===== src/rtl/link_ctrl.sv =====
// link_ctrl: per-frame sequencer; one action strobe per frame tick, then map and character redraws.
// Define LINK_CTRL_TIMEOUT_EN to add the draw watchdog and the draw_timeout port.
module link_ctrl #(
`ifdef LINK_CTRL_TIMEOUT_EN
    parameter int unsigned TIMEOUT       = 65535,
`endif
    parameter int unsigned MAP_W         = 256,
    parameter int unsigned MAP_H         = 176,
    parameter int unsigned SPRITE        = 16,
    parameter int unsigned X_INIT        = 127,
    parameter int unsigned Y_INIT        = 88,
    parameter int unsigned ATTACK_FRAMES = 8
) (
    input  logic clock,
    input  logic reset,
    input  logic frame_tick,
    input  logic btn_up,
    input  logic btn_down,
    input  logic btn_left,
    input  logic btn_right,
    input  logic btn_attack,
    input  logic map_draw_done,
    input  logic char_draw_done,
    output logic init,
    output logic idle,
    output logic attack,
    output logic move_up,
    output logic move_down,
    output logic move_left,
    output logic move_right,
    output logic draw_map,
    output logic draw_char,
    output logic frame_missed,
`ifdef LINK_CTRL_TIMEOUT_EN
    output logic draw_timeout,
`endif
    output logic busy
);
    localparam int unsigned POS_W = 8;
    localparam int unsigned CNT_W = 8;
    localparam logic [POS_W-1:0] X_MAX      = POS_W'(MAP_W - SPRITE);
    localparam logic [POS_W-1:0] Y_MAX      = POS_W'(MAP_H - SPRITE);
    localparam logic [CNT_W-1:0] ATK_RELOAD = CNT_W'(ATTACK_FRAMES - 1);
`ifdef LINK_CTRL_TIMEOUT_EN
    localparam int unsigned TO_W = 16;
    localparam logic [TO_W-1:0] TO_LAST = TO_W'(TIMEOUT - 1);
`endif

    typedef enum logic [2:0] {
        S_INIT,
        S_DRAW_MAP,
        S_DRAW_CHAR,
        S_WAIT,
        S_ACT
    } state_e;

    state_e             state_q;
    logic [POS_W-1:0]   pos_x_q, pos_x_d;
    logic [POS_W-1:0]   pos_y_q, pos_y_d;
    logic [CNT_W-1:0]   atk_cnt_q, atk_cnt_d;
    logic               pending_q;
    logic               init_q, idle_q, attack_q;
    logic               up_q, down_q, left_q, right_q;
    logic               draw_map_q, draw_char_q, frame_missed_q, busy_q;
    logic               idle_d, attack_d, up_d, down_d, left_d, right_d;
`ifdef LINK_CTRL_TIMEOUT_EN
    logic [TO_W-1:0]    to_cnt_q;
    logic               draw_timeout_q;
`endif

    // Action chosen for the next S_ACT from buttons, attack cooldown and shadow position
    always_comb begin
        idle_d    = 1'b0;
        attack_d  = 1'b0;
        up_d      = 1'b0;
        down_d    = 1'b0;
        left_d    = 1'b0;
        right_d   = 1'b0;
        pos_x_d   = pos_x_q;
        pos_y_d   = pos_y_q;
        atk_cnt_d = atk_cnt_q;
        if (atk_cnt_q != '0) begin
            idle_d    = 1'b1;
            atk_cnt_d = atk_cnt_q - CNT_W'(1);
        end else if (btn_attack) begin
            attack_d  = 1'b1;
            atk_cnt_d = ATK_RELOAD;
        end else if (btn_up) begin
            if (pos_y_q != '0) begin
                up_d    = 1'b1;
                pos_y_d = pos_y_q - POS_W'(1);
            end else begin
                idle_d  = 1'b1;
            end
        end else if (btn_down) begin
            if (pos_y_q < Y_MAX) begin
                down_d  = 1'b1;
                pos_y_d = pos_y_q + POS_W'(1);
            end else begin
                idle_d  = 1'b1;
            end
        end else if (btn_left) begin
            if (pos_x_q != '0) begin
                left_d  = 1'b1;
                pos_x_d = pos_x_q - POS_W'(1);
            end else begin
                idle_d  = 1'b1;
            end
        end else if (btn_right) begin
            if (pos_x_q < X_MAX) begin
                right_d = 1'b1;
                pos_x_d = pos_x_q + POS_W'(1);
            end else begin
                idle_d  = 1'b1;
            end
        end else begin
            idle_d = 1'b1;
        end
    end

    // Sequencer: outputs are registered alongside the state they describe
    always_ff @(posedge clock) begin
        if (reset) begin
            state_q        <= S_INIT;
            pos_x_q        <= POS_W'(X_INIT);
            pos_y_q        <= POS_W'(Y_INIT);
            atk_cnt_q      <= '0;
            pending_q      <= 1'b0;
            init_q         <= 1'b0;
            idle_q         <= 1'b0;
            attack_q       <= 1'b0;
            up_q           <= 1'b0;
            down_q         <= 1'b0;
            left_q         <= 1'b0;
            right_q        <= 1'b0;
            draw_map_q     <= 1'b0;
            draw_char_q    <= 1'b0;
            frame_missed_q <= 1'b0;
            busy_q         <= 1'b0;
`ifdef LINK_CTRL_TIMEOUT_EN
            to_cnt_q       <= '0;
            draw_timeout_q <= 1'b0;
`endif
        end else begin
            init_q         <= 1'b0;
            idle_q         <= 1'b0;
            attack_q       <= 1'b0;
            up_q           <= 1'b0;
            down_q         <= 1'b0;
            left_q         <= 1'b0;
            right_q        <= 1'b0;
            frame_missed_q <= 1'b0;
`ifdef LINK_CTRL_TIMEOUT_EN
            to_cnt_q       <= '0;
            draw_timeout_q <= 1'b0;
`endif
            // Ticks outside S_WAIT are remembered once; a second one is dropped
            if (frame_tick && state_q != S_WAIT) begin
                if (pending_q) begin
                    frame_missed_q <= 1'b1;
                end else begin
                    pending_q <= 1'b1;
                end
            end

            case (state_q)
                S_INIT: begin
                    busy_q <= 1'b1;
                    if (!init_q) begin
                        init_q <= 1'b1;
                    end else begin
                        state_q    <= S_DRAW_MAP;
                        draw_map_q <= 1'b1;
                    end
                end
                S_WAIT: begin
                    if (frame_tick || pending_q) begin
                        state_q   <= S_ACT;
                        pending_q <= 1'b0;
                        busy_q    <= 1'b1;
                        idle_q    <= idle_d;
                        attack_q  <= attack_d;
                        up_q      <= up_d;
                        down_q    <= down_d;
                        left_q    <= left_d;
                        right_q   <= right_d;
                        pos_x_q   <= pos_x_d;
                        pos_y_q   <= pos_y_d;
                        atk_cnt_q <= atk_cnt_d;
                    end
                end
                S_ACT: begin
                    state_q    <= S_DRAW_MAP;
                    draw_map_q <= 1'b1;
                end
                S_DRAW_MAP: begin
                    if (map_draw_done) begin
                        state_q     <= S_DRAW_CHAR;
                        draw_map_q  <= 1'b0;
                        draw_char_q <= 1'b1;
`ifdef LINK_CTRL_TIMEOUT_EN
                    end else if (to_cnt_q == TO_LAST) begin
                        state_q        <= S_WAIT;
                        draw_map_q     <= 1'b0;
                        busy_q         <= 1'b0;
                        draw_timeout_q <= 1'b1;
                    end else begin
                        to_cnt_q <= to_cnt_q + TO_W'(1);
`endif
                    end
                end
                S_DRAW_CHAR: begin
                    if (char_draw_done) begin
                        state_q     <= S_WAIT;
                        draw_char_q <= 1'b0;
                        busy_q      <= 1'b0;
`ifdef LINK_CTRL_TIMEOUT_EN
                    end else if (to_cnt_q == TO_LAST) begin
                        state_q        <= S_WAIT;
                        draw_char_q    <= 1'b0;
                        busy_q         <= 1'b0;
                        draw_timeout_q <= 1'b1;
                    end else begin
                        to_cnt_q <= to_cnt_q + TO_W'(1);
`endif
                    end
                end
                default: begin
                    state_q <= S_INIT;
                end
            endcase
        end
    end

    assign init         = init_q;
    assign idle         = idle_q;
    assign attack       = attack_q;
    assign move_up      = up_q;
    assign move_down    = down_q;
    assign move_left    = left_q;
    assign move_right   = right_q;
    assign draw_map     = draw_map_q;
    assign draw_char    = draw_char_q;
    assign frame_missed = frame_missed_q;
    assign busy         = busy_q;
`ifdef LINK_CTRL_TIMEOUT_EN
    assign draw_timeout = draw_timeout_q;
`endif

endmodule


===== config.mk =====
export PLATFORM = sky130hd
export DESIGN_NAME = link_ctrl
export DESIGN_NICKNAME = d
export VERILOG_FILES = /design/src/rtl/link_ctrl.sv
export SDC_FILE = /design/constraint.sdc
export NUM_CORES = 1
export LEC_CHECK = 0
export BUFFER_PORTS_ARGS = -buffer_cell sky130_fd_sc_hd__buf_4
export CORE_ASPECT_RATIO = 1.5
export CORE_MARGIN = 4
export CORE_UTILIZATION = 55
export CTS_BUF_LIST = sky130_fd_sc_hd__clkbuf_8
export CTS_CLUSTER_DIAMETER = 120
export DETAILED_ROUTE_END_ITERATION = 7
export GPL_TIMING_DRIVEN = 1
export HOLD_SLACK_MARGIN = 0.1
export PLACE_DENSITY = 0.75
export SKIP_CTS_REPAIR_TIMING = 1
export SLEW_MARGIN = 30
export SYNTH_ARGS = -nofsm -noshare
export SYNTH_HDL_FRONTEND = slang
export SYNTH_SLANG_ARGS = --single-unit

===== constraint.sdc =====
create_clock -name clock -period 2.9 [get_ports clock]
set_input_delay 0.145 -clock clock [delete_from_list [all_inputs] [get_ports clock]]
set_output_delay 0.145 -clock clock [all_outputs]
set_load 0.1 [all_outputs]

## Word-level counts from Yosys, hierarchy flattened

Cells that the tools add are included.

| storage, ports and cells | value |
|---|---|
| output and inout port bits | 11 |
| logic and storage cells | 116 |
| input port bits | 10 |
| register bits | 39 |

| cells by class | value |
|---|---|
| equal/unequal tests | 11 |
| reduce and logical (&&, ||, !) cells | 29 |
| $add $sub $neg | 5 |
| muxes and demuxes | 43 |
| bitwise logic cells | 10 |
| magnitude comparators | 2 |

Operators by type and width:

| cell | number |
|---|---|
| 8-bit 2-to-1 mux | 10 |
| 1-bit 2-to-1 mux | 25 |
| 8-bit nonzero test | 3 |
| 8-bit by 1-bit subtractor with 8-bit output, second input constant | 3 |
| 8-bit by 1-bit adder with 8-bit output, second input constant | 2 |
| 8-bit < comparator, second input constant | 2 |
| 3-bit case mux with 5 select lines | 1 |
| 3-bit 2-to-1 mux | 4 |
| 3-bit AND reduction | 4 |
| 2-bit nonzero test | 6 |
| 1-bit NOT | 10 |
| 9-bit AND reduction | 1 |
| 9-bit OR reduction | 1 |
| 2-bit inequality test, second input constant | 4 |
| 8-bit OR reduction | 1 |
| 7-bit AND reduction | 1 |
| 7-bit OR reduction | 1 |
| 3-bit by 2-bit equality test with 1-bit output, second input constant | 2 |
| 1-bit case mux with 3 select lines | 2 |
| 3-bit nonzero test | 2 |
| 6-bit OR reduction | 1 |
| 2-bit by 1-bit inequality test with 1-bit output, second input constant | 2 |
| 4-bit AND reduction | 1 |
| 2-bit OR reduction | 2 |
| 9 further kinds | 9 |

## Longest topological paths before layout

| logic depth | value |
|---|---|
| depth after elaboration | 8 |
| gate-level depth with buffers | 8 |
| gate-level depth less buffers | 7 |

## Worst setup path after synthesis

OpenSTA, ideal clock, no wires.

| timing | value |
|---|---|
| path type | reg-to-reg |
| from | reg atk_cnt_q[0] |
| to | reg pos_x_q[7] |
| arrival time | 1.885 ns |
| slack | 0.895 ns |
| required time | 2.779 ns |
| cell stages (with the launch flop) | 8 |
| buffers on the path | 0 |
| setup time | 0.121 ns |
| period minus slack after synthesis | 2.005 ns |
| cells stage by stage | dfxtp_1 inv_1 ha_1 nor4b_1 nand4_2 a221o_2 nor4b_2 mux2_2 |

| on the way | value |
|---|---|
| longest elaborated chain between the ends | 3 |

Ends and longest elaborated chain:

| element | line | source |
|---|---|---|
| from (decl) | 60 | `logic [CNT_W-1:0] atk_cnt_q, atk_cnt_d;` |
| from (signal assigned) | 189 | `atk_cnt_q <= atk_cnt_d;` |
| 8-bit nonzero test | 82 | `if (atk_cnt_q != '0) begin` |
| 1-bit NOT (no source line) | - |  |
| 9-bit AND reduction (no source line) | - |  |
| to (signal assigned) | 125 | `pos_x_q <= POS_W'(X_INIT);` |
| to (signal assigned) | 187 | `pos_x_q <= pos_x_d;` |
| to (decl) | 58 | `logic [POS_W-1:0] pos_x_q, pos_x_d;` |

No other way between the ends.
A chain may end at the register's enable or synchronous reset.

## Final worst setup path

| timing | value |
|---|---|
| from | reg atk_cnt_q[0] |
| to | reg pos_x_q[5] |

Same word-level chain as after synthesis.

==> reports/metrics.cfg <==
[finish]
fin_util_pct=63.91
antennaDiodeCount=0
final_common_cell=dfxtp_1
fin_nets=298
syn_to_final_growth_pct=12.65
drive_above_1_share_pct=15.75
num-fill-cells=378
mostFrequentLayoutCells=dfxtp_1, buf_4, nor2_1

[logic_synthesis]
ys.flop_type=dfxtp_1
synth.distinct_cells=54
ys_seq_area_share_pct=34.76
yosys_register_bits=39
syn-cell-area_um2=2246
synth-async-reset-ratio_pct=0
netlist_instances=251
yosysWarningCount=0
syn_nets=277
synth_area_per_cell_um2=8.948
synth_edf_count=0

[placement]
dp_hpwl_um=3469
gp_congestion=0.8750
port_buffers=20

[power_and_ir_drop]
vdd.ir_drop.worst_uv=639.2
cellLeakagePower_nw=0.9561
power.density_nw_per_um2=550.0

[cts]
cts.clk_slew.worst_paths_ps=80
cts.path.max_buffers=2
clock_latency_ps=290
cts_buffers=5
root_buffer=clkbuf_8
cts_tree=done
cts.sinks=39
cts_htree_levels=2

[grt]
grt_util_met1_pct=22.47
grt-busiest-layer=met2
grt_max_degree=31
grt_util_met3_pct=3.279
grt_pass1_vias=1883
antenna_found_initial=0
gr-usage-met2_pct=35.04
grt_pass1_wl_um=7969
grt_use_total_pct=19.76
grt_overflow=0

[timing]
timing.fmax_mhz=462.2
slew_violations=0
tightest_slew_ps=868.5
hold_violations=0
rsz0062_at_grt=false
finClkSkew_ps=6.230
timing.setup.tns_ps=0
finalCritPeriodShare_pct=74.60
min_period_ps=2163
slew_headroom_pct=40.60
setup_viol=0

[die]
die_y_um=86.27
core_area_um2=3959
die_x_um=60.18
dieArea_um2=5191
start_util_pct=56.73
num_rows=28
io_pins=21

[drt]
drcViolationCount=0
drt_iter0_markers=44
routed_wl_um=4654
avgViaCountPerCell=5.959
dr.pass1.iters=4
antenna_left=0
wl_per_cell_um=14.64
vias=1895

[setup_path]
criticalPathCategory=flip-flop to flip-flop
cp-end-kind=flip-flop
cpPeakStageDelay_ps=570
cp-start-kind=flip-flop
required_ps=3070
cp_max_fo=8
crit_arrival_ps=2340
critPathSlowestCell=a211oi_2
crit_chain=inv_1, ha_1, nor4b_1, nand4_2, a211oi_2, nor2b_1, a211o_1

[job]
cap_violations=0

[min_path]
hold_path_class=input port to flip-flop

[status]
outcome=finished clean

[state kept, by name (all words and copies together) (netlist names)]
name          count
atk_cnt_q         8
pos_x_q           8
pos_y_q           8
state_q           3
attack            1
busy              1
draw_char         1
draw_map          1
frame_missed      1
idle              1
init              1
move_down         1
move_left         1
move_right        1
move_up           1
pending_q         1
[critical path, delay by kind of cell, from the launching register on]
family                     cells  cell delay (ps)
DFF                            1              350
AOI/OAI and AO/OA              2              860
adders and majority gates      1              150
buffers and inverters          1               90
and+or+nand+nor                3              590
[through the flow]
step           instances  area [um2]  hold WS (ps)  setup WS [ps]  power [mW]
6_report             318        2530         103.6          736.5       1.391
5_1_grt              318        2530         116.5          589.8       1.475
4_1_cts              316        2510         46.83          722.8       1.404
3_5_place_dp         308        2425         357.9          739.9       1.050
3_3_place_gp         308        2425         357.8          791.8       1.045
2_1_floorplan        251        2246         223.7          894.6      0.9597
[layout make-up]
type / count / area (um2) / area share [%]
multi-input combinational: 196 / 1404 / 55.49
clock inverter: 3 / 16.27 / 0.6429
tap: 45 / 56.30 / 2.226
inverter: 7 / 26.28 / 1.039
sequential: 39 / 780.7 / 30.86
clock buffer: 5 / 68.82 / 2.720
timing repair buffer: 23 / 177.7 / 7.023
[synthesized netlist by cell type (4+ instances only)]
master    number  area [um2]
nor4_1         5       31.28
clkbuf_1       8       30.03
nand2_1        8       30.03
a211oi_1       5       37.54
nor2_1        20       75.07
nor2b_1       12       75.07
dfxtp_1       39       780.8
or4_1          4       30.03
ha_1          14       175.2
xnor2_1       11       96.34
o21ai_0       11       55.05
nor3_1         8       40.04
nand3_1        5       25.02
a211o_1        9       78.83
a21o_1         8       60.06
nand4_1        5       31.28
a21oi_1       19       95.09
inv_1          7       26.28
[layer usage]
metal  wire, um  vias to the layer above  share of wire, %
li1           -                      975                 -
met1       1951                      886                42
met2       2503                       27                54
met3        130                        7               2.8
met4         68                        0               1.5
met5          0                        -                 0
[worst paths after layout]
| path | to | slack [ps] | start | cells past startpoint |
|---|---|---|---|---|
| worst max register to register | pos_x_q[5] | 740 | atk_cnt_q[0] | 7 |
| worst min register to register | draw_char | 480 | draw_char | 2 |
| worst max-delay path | pos_x_q[5] | 740 | atk_cnt_q[0] | 7 |
| worst min-delay path | frame_missed | 100 | frame_tick | 2 |
[logic make-up (layout without fill, tap and decap cells)]
| family | count (synthesis) | count (layout) | share of synthesized area (%) |
|---|---|---|---|
| simple gates | 94 | 94 | 24.85 |
| compound gates | 69 | 69 | 21.12 |
| buf+inv | 16 | 38 | 2.730 |
| mux | 4 | 4 | 1.894 |
| fa+ha+maj | 16 | 16 | 9.582 |
| xor+xnor | 13 | 13 | 5.070 |
| flops | 39 | 39 | 34.76 |
[power by group]
| group | internal (mW) | switching (mW) | total, mW |
|---|---|---|---|
| logic | 0.129 | 0.290 | 0.419 |
| clock network | 0.165 | 0.187 | 0.351 |
| registers | 0.572 | 0.0492 | 0.621 |
(Power assumes the default switching activity.)
